## src/rtl/gw_loader_pkg.sv

```systemverilog
// Shared types and default region constants for the loader-to-SDRAM image writer.
package gw_loader_pkg;

  typedef enum logic [1:0] {
    WR_IDLE,
    WR_REQ,
    WR_GAP
  } wr_state_t;

  typedef struct packed {
    logic [24:0] addr;
    logic [15:0] data;
  } wq_entry_t;

  localparam logic [24:0] DEF_MASK_BASE  = 25'h0000000;
  localparam int          DEF_MASK_WORDS = 1024;
  localparam logic [24:0] DEF_SDRAM_BASE = 25'h0000000;

endpackage

```

## src/rtl/loader_fifo.sv

```systemverilog
// Synchronous FIFO of any entry type; head is visible combinationally, push and pop may coincide.
// A push into a full FIFO is taken only when a pop happens in the same cycle.
module loader_fifo #(
  parameter int  DEPTH = 4,
  parameter type T     = logic [7:0]
) (
  input  logic                     clk,
  input  logic                     rst_n,
  input  logic                     push,
  input  T                         push_data,
  input  logic                     pop,
  output T                         head,
  output logic                     full,
  output logic                     empty,
  output logic [$clog2(DEPTH):0]   count
);
  localparam int AW = $clog2(DEPTH);

  T           mem [DEPTH];
  logic [AW:0] wr_ptr;
  logic [AW:0] rd_ptr;
  logic        do_push;
  logic        do_pop;

  assign count   = wr_ptr - rd_ptr;
  assign empty   = (wr_ptr == rd_ptr);
  assign full    = (count == (AW + 1)'(DEPTH));
  assign do_pop  = pop && !empty;
  assign do_push = push && (!full || do_pop);
  assign head    = mem[rd_ptr[AW-1:0]];

  always_ff @(posedge clk) begin
    if (do_push) mem[wr_ptr[AW-1:0]] <= push_data;
  end

  always_ff @(posedge clk or negedge rst_n) begin
    if (!rst_n) begin
      wr_ptr <= '0;
      rd_ptr <= '0;
    end else begin
      if (do_push) wr_ptr <= wr_ptr + 1'b1;
      if (do_pop)  rd_ptr <= rd_ptr + 1'b1;
    end
  end

endmodule

```

## src/rtl/sdram_image_writer.sv

```systemverilog
// Packs loader bytes into big-endian 16-bit words; mask-region words go to the LCD mask port, the rest
// are queued and written to SDRAM by req/ack. Word visible 1 cycle after its completing byte; full queue drops.
module sdram_image_writer
  import gw_loader_pkg::*;
#(
  parameter logic [24:0] MASK_BASE  = DEF_MASK_BASE,
  parameter int          MASK_WORDS = DEF_MASK_WORDS,
  parameter logic [24:0] SDRAM_BASE = DEF_SDRAM_BASE,
  parameter int          FIFO_DEPTH = 4
) (
  input  logic        clk_sys_99_287,
  input  logic        reset_n,
  input  logic        dl_wr,
  input  logic [24:0] dl_addr,
  input  logic [7:0]  dl_data,
  input  logic        dl_done,
  output logic        mask_data_wr,
  output logic [15:0] mask_data,
  output logic        sd_wr,
  output logic [24:0] sd_wr_addr,
  output logic [15:0] sd_data,
  input  logic        sd_wr_ack,
  output logic        busy,
  output logic        overflow
);
  localparam int          CW       = $clog2(FIFO_DEPTH) + 1;
  localparam logic [25:0] MASK_END = {1'b0, MASK_BASE} + 26'(2 * MASK_WORDS);

  logic        pend_vld, pend_vld_n;
  logic [7:0]  pend_byte, pend_byte_n;
  logic [23:0] pend_tag, pend_tag_n;
  logic        def_vld, def_vld_n;
  logic [7:0]  def_byte, def_byte_n;
  logic [23:0] def_tag, def_tag_n;
  logic        done_d;

  logic        emit_vld;
  logic [23:0] emit_tag;
  logic [15:0] emit_data;
  logic [24:0] byte_addr;
  logic        in_mask;
  logic        push;
  logic        pop;
  logic        flush;
  logic [23:0] wr_tag;

  wq_entry_t   push_entry;
  wq_entry_t   head;
  logic        full;
  logic        empty;
  logic [CW-1:0] count;
  logic [CW-1:0] occ_n;

  wr_state_t   state;

  assign wr_tag = dl_addr[24:1];
  assign flush  = (dl_done && !dl_wr) || done_d;

  // A mismatching odd byte emits two words; the second waits one cycle in def_*.
  always_comb begin
    emit_vld    = 1'b0;
    emit_tag    = pend_tag;
    emit_data   = {pend_byte, 8'h00};
    pend_vld_n  = pend_vld;
    pend_byte_n = pend_byte;
    pend_tag_n  = pend_tag;
    def_vld_n   = 1'b0;
    def_byte_n  = def_byte;
    def_tag_n   = def_tag;
    if (def_vld) begin
      emit_vld  = 1'b1;
      emit_tag  = def_tag;
      emit_data = {8'h00, def_byte};
    end else if (dl_wr) begin
      if (!dl_addr[0]) begin
        emit_vld    = pend_vld;
        pend_vld_n  = 1'b1;
        pend_byte_n = dl_data;
        pend_tag_n  = wr_tag;
      end else if (pend_vld && pend_tag == wr_tag) begin
        emit_vld   = 1'b1;
        emit_data  = {pend_byte, dl_data};
        pend_vld_n = 1'b0;
      end else if (pend_vld) begin
        emit_vld   = 1'b1;
        pend_vld_n = 1'b0;
        def_vld_n  = 1'b1;
        def_byte_n = dl_data;
        def_tag_n  = wr_tag;
      end else begin
        emit_vld  = 1'b1;
        emit_tag  = wr_tag;
        emit_data = {8'h00, dl_data};
      end
    end else if (flush && pend_vld) begin
      emit_vld   = 1'b1;
      pend_vld_n = 1'b0;
    end
  end

  assign byte_addr       = {emit_tag, 1'b0};
  assign in_mask         = ({1'b0, byte_addr} >= {1'b0, MASK_BASE}) && ({1'b0, byte_addr} < MASK_END);
  assign push            = emit_vld && !in_mask;
  assign push_entry.addr = SDRAM_BASE + {1'b0, emit_tag};
  assign push_entry.data = emit_data;
  assign pop             = (state == WR_REQ) && sd_wr_ack;
  assign occ_n           = count + CW'(push && (!full || pop)) - CW'(pop);

  loader_fifo #(
    .DEPTH (FIFO_DEPTH),
    .T     (wq_entry_t)
  ) u_fifo (
    .clk       (clk_sys_99_287),
    .rst_n     (reset_n),
    .push      (push),
    .push_data (push_entry),
    .pop       (pop),
    .head      (head),
    .full      (full),
    .empty     (empty),
    .count     (count)
  );

  always_ff @(posedge clk_sys_99_287 or negedge reset_n) begin
    if (!reset_n) begin
      pend_vld  <= 1'b0;
      pend_byte <= '0;
      pend_tag  <= '0;
      def_vld   <= 1'b0;
      def_byte  <= '0;
      def_tag   <= '0;
      done_d    <= 1'b0;
    end else begin
      pend_vld  <= pend_vld_n;
      pend_byte <= pend_byte_n;
      pend_tag  <= pend_tag_n;
      def_vld   <= def_vld_n;
      def_byte  <= def_byte_n;
      def_tag   <= def_tag_n;
      done_d    <= dl_wr && dl_done;
    end
  end

  // GAP also makes IDLE's decision so a queued write can rise two cycles after the ack.
  always_ff @(posedge clk_sys_99_287 or negedge reset_n) begin
    if (!reset_n) begin
      state        <= WR_IDLE;
      sd_wr        <= 1'b0;
      sd_wr_addr   <= '0;
      sd_data      <= '0;
      mask_data_wr <= 1'b0;
      mask_data    <= '0;
      busy         <= 1'b0;
      overflow     <= 1'b0;
    end else begin
      mask_data_wr <= emit_vld && in_mask;
      if (emit_vld && in_mask) mask_data <= emit_data;
      if (push && full && !pop) overflow <= 1'b1;
      busy <= pend_vld_n || def_vld_n || (occ_n != '0);
      case (state)
        WR_IDLE, WR_GAP: begin
          if (!empty) begin
            sd_wr      <= 1'b1;
            sd_wr_addr <= head.addr;
            sd_data    <= head.data;
            state      <= WR_REQ;
          end else begin
            state <= WR_IDLE;
          end
        end
        WR_REQ: begin
          if (sd_wr_ack) begin
            sd_wr <= 1'b0;
            state <= WR_GAP;
          end
        end
        default: begin
          sd_wr <= 1'b0;
          state <= WR_IDLE;
        end
      endcase
    end
  end

endmodule
```

## config.mk

```make
export PLATFORM = sky130hd
export DESIGN_NAME = sdram_image_writer
export DESIGN_NICKNAME = d
export VERILOG_FILES = /design/src/rtl/gw_loader_pkg.sv /design/src/rtl/loader_fifo.sv /design/src/rtl/sdram_image_writer.sv
export SDC_FILE = /design/constraint.sdc
export NUM_CORES = 1
export LEC_CHECK = 0
export CAP_MARGIN = 20
export CORE_MARGIN = 2
export CORE_UTILIZATION = 50
export DETAILED_ROUTE_END_ITERATION = 6
export HOLD_SLACK_MARGIN = 0.12
export PLACE_DENSITY = 0.77
export SETUP_SLACK_MARGIN = 0.2
export SYNTH_ARGS = -nofsm -noshare
export SYNTH_HDL_FRONTEND = slang
export SYNTH_HIERARCHICAL = 1
export SYNTH_SLANG_ARGS = --single-unit
```

## constraint.sdc

```tcl
create_clock -name clk_sys_99_287 -period 10.16 [get_ports clk_sys_99_287]
set_input_delay 1.524 -clock clk_sys_99_287 [delete_from_list [all_inputs] [get_ports clk_sys_99_287]]
set_output_delay 1.524 -clock clk_sys_99_287 [all_outputs]
set_load 0.005 [all_outputs]
```

==> impl_metrics.tcl <==
set metrics [dict create \
    status "completed" \
    drt-initial-drc-count 508 \
    core_mm2 0.0245 \
    cts_made_buffers 31 \
    routed-via-count 6600 \
    drc_errors 0 \
    p_per_area_mw_per_mm2 278 \
    port_buffers 98 \
    arrival_ns 5.17 \
    clkTransAtPathRegs_ns 0.06 \
    max_clock_freq_ghz 0.201 \
    multi_input_area_mm2 0.00393 \
    period_needed_ns 4.97 \
    final_nets 884 \
    routabilityCongestion 0.860 \
    synthArstFlopShare_pct 45.3 \
    cts_resized 0 \
    yosysUniqueCellTypes 53 \
    ant_nets 0 \
    grt_pass1_wl_um 38300 \
    dp_hpwl_um 15100 \
    rows 57 \
    die_x_um 162 \
    rsz0062_at_grt "no" \
    seqCellArea_mm2 0.00833 \
    cts_setup_buffers 0 \
    grt_max_degree 88 \
    die_y_um 162 \
    clockBufferDepth 3 \
    start_util_pct 51.1 \
    crit_path_end_kind "register" \
    cts_tree "yes" \
    relSlewSlack_pct 30.7 \
    required_ns 10.36 \
    fin_util_pct 60.4 \
    pre_cts_slack_ns 4.64 \
    ios 99 \
    yosysSeqAreaShare_pct 66.6 \
    path_max_fanout 28 \
    syn_inst 725 \
    setup_slack_ns 5.19 \
    worst_setup_path_start_kind "input port" \
    antennaDiodeCount 0 \
    drv_slew 0 \
    hold_violations 0 \
    fill_cells 1796 \
    wl_per_cell_um 20.5 \
    clock_skew_ns 0.0236 \
    synth-edff-count 164 \
    cts_hold_buf 0 \
    synth.avg_cell_area_um2 17.2 \
    setup_tns_ns 0 \
    first_global_vias 6802 \
    die_area_mm2 0.0263 \
    yosysWarningCount 6 \
    cap_violations 0 \
    worst_slew_pin_slew_ns 1.03 \
    clkLatencyLatePin_ns 0.57 \
    setup_viol 0 \
    htreeDepth 1 \
    antenna_found_initial 0 \
    critPathKind "in2reg" \
    globalRouteOverflowTotal 0 \
    synth_area_mm2 0.0125 \
    viasPerCell 5.57 \
    synth_flop_cell "edfxtp_1" \
    power_leakage_nw 5.63 \
    hp-class "reg2reg" \
    ys_ff_latch 300 \
    whs_ns 0.497 \
    fin_crit_sh_pct 48.9 \
    grt_use_total_pct 18.8 \
    cts_root_buffer "clkbuf_16" \
    ir_drop_mv 0.125 \
    drive_gt1_share_pct 28.6 \
    wl_um 24300 \
    cts_sinks 300 \
    drt_pass1_iterations 4 \
    areaGrowthSynthToFinish_pct 18.3 \
]
[kinds of logic after synthesis]
group	after synthesis	synth area share, %
buffers and inverters	58	2.15
multiplexers	179	20.0
AO/OA/AOI/OAI	54	3.11
AND/OR/NAND/NOR	90	4.51
other	1	0.0300
flip-flops	300	66.6
adder cells (fa/ha/maj)	11	1.22
XOR/XNOR	32	2.36
[worst paths after layout]
path | to | cells past startpoint | from | slack (ns)
worst max register to register | u_fifo/mem[3][32] | 9 | def_vld | 6.22
worst max-delay path | u_fifo/mem[3][32] | 9 | dl_wr | 5.19
max in group asynchronous | def_vld | 2 | reset_n | 7.91
worst min register to register | pend_byte[6] | 1 | pend_byte[6] | 0.50
min in group asynchronous | mask_data[10] | 1 | reset_n | 1.04
worst min-delay path | pend_byte[6] | 1 | pend_byte[6] | 0.50
[worst max-delay path: stages]
cell and delay, ns:
clkdlybuf4s50_1 0.72, and3b_1 0.49, mux2_2 0.38, o32ai_1 0.21, nor4_4 0.12, a21oi_1 0.29, inv_1 0.17, a211oi_4 0.70
buf_4 0.52
[synthesized netlist by cell type, types with 3 or more instances]
master / number / area [um^2]
buf_6: 5 / 56.3
and3_1: 4 / 25.0
mux2_2: 113 / 1270
edfxtp_1: 164 / 4920
and4b_1: 5 / 50.1
ha_1: 9 / 113
nand2_1: 19 / 71.3
mux4_2: 41 / 923
nand2b_1: 3 / 18.8
o21ai_0: 16 / 80.1
nor2b_1: 3 / 18.8
clkbuf_1: 21 / 78.8
nor4_1: 10 / 62.6
xnor2_1: 13 / 114
a21oi_1: 11 / 55.1
a32o_1: 9 / 90.1
nor3_1: 8 / 40.0
inv_1: 21 / 78.8
xor2_1: 18 / 158
mux2_4: 10 / 150
nand4_1: 3 / 18.8
dfrtp_1: 136 / 3400
a211oi_1: 6 / 45.0
mux2i_1: 14 / 140
and2_1: 12 / 75.1
buf_2: 5 / 25.0
nor2_1: 11 / 41.3
[cell usage in the layout (no fill, tap or decap), types with 4 or more instances in the layout]
cell	synthesis	routed
buf_4	2	10
a211oi_1	6	6
o21ai_0	16	16
clkbuf_16	0	31
a21oi_1	11	11
dfrtp_1	136	133
mux4_2	41	41
nand2_1	19	19
conb_1	1	4
nor3_1	8	8
nor4_1	10	10
and4b_1	5	5
and2_1	12	9
xnor2_1	13	13
mux2i_1	14	14
mux2_2	113	113
inv_1	21	21
nor2_1	11	10
edfxtp_1	164	164
clkinv_2	0	9
xor2_1	18	18
mux2_4	10	10
clkbuf_1	21	8
ha_1	9	9
and3_1	4	4
a32o_1	9	9
clkdlybuf4s50_1	0	97
[state kept, by name (all words and copies together) (netlist names), 2 cells and up]
| name | cells |
|---|---|
| pend_byte | 8 |
| def_byte | 8 |
| mask_data | 16 |
| u_fifo/rd_ptr | 3 |
| u_fifo/mem | 164 |
| pend_tag | 24 |
| state | 2 |
| sd_wr_addr | 25 |
| u_fifo/wr_ptr | 3 |
| def_tag | 24 |
| sd_data | 16 |
[through the flow]
stage,area (um^2),power [mW],instances
after CTS,14800,4.15,1183
after floorplan,12500,2.64,728
after global routing,14800,4.32,1184
final,14800,4.11,1184
after global placement,13800,3.06,1125
after detailed placement,13800,3.10,1125
[power breakdown]
part           total, mW  switching (mW)  internal, mW
Sequential          1.79           0.139          1.65
Combinational       1.27           0.577         0.694
Clock               1.05           0.459         0.587
Total               4.11            1.17          2.93
[cell type report]
| class | count | share of cell area, % |
|---|---|---|
| Multi-Input combinational cell | 370 | 26.6 |
| Clock buffer | 42 | 5.73 |
| Sequential cell | 300 | 56.4 |
| Timing Repair Buffer | 109 | 7.29 |
| Clock inverter | 16 | 0.711 |
| Tap cell | 324 | 2.74 |
| Inverter | 23 | 0.584 |
[layer usage]
layer,track usage [%],vias up,wire length [um]
met5,0,-,0
met4,4.79,0,487
met3,2.73,35,1270
met2,30.0,197,11500
met1,27.5,3398,11000
li1,-,2970,-
No activity file was read; power rests on OpenSTA's default activity.
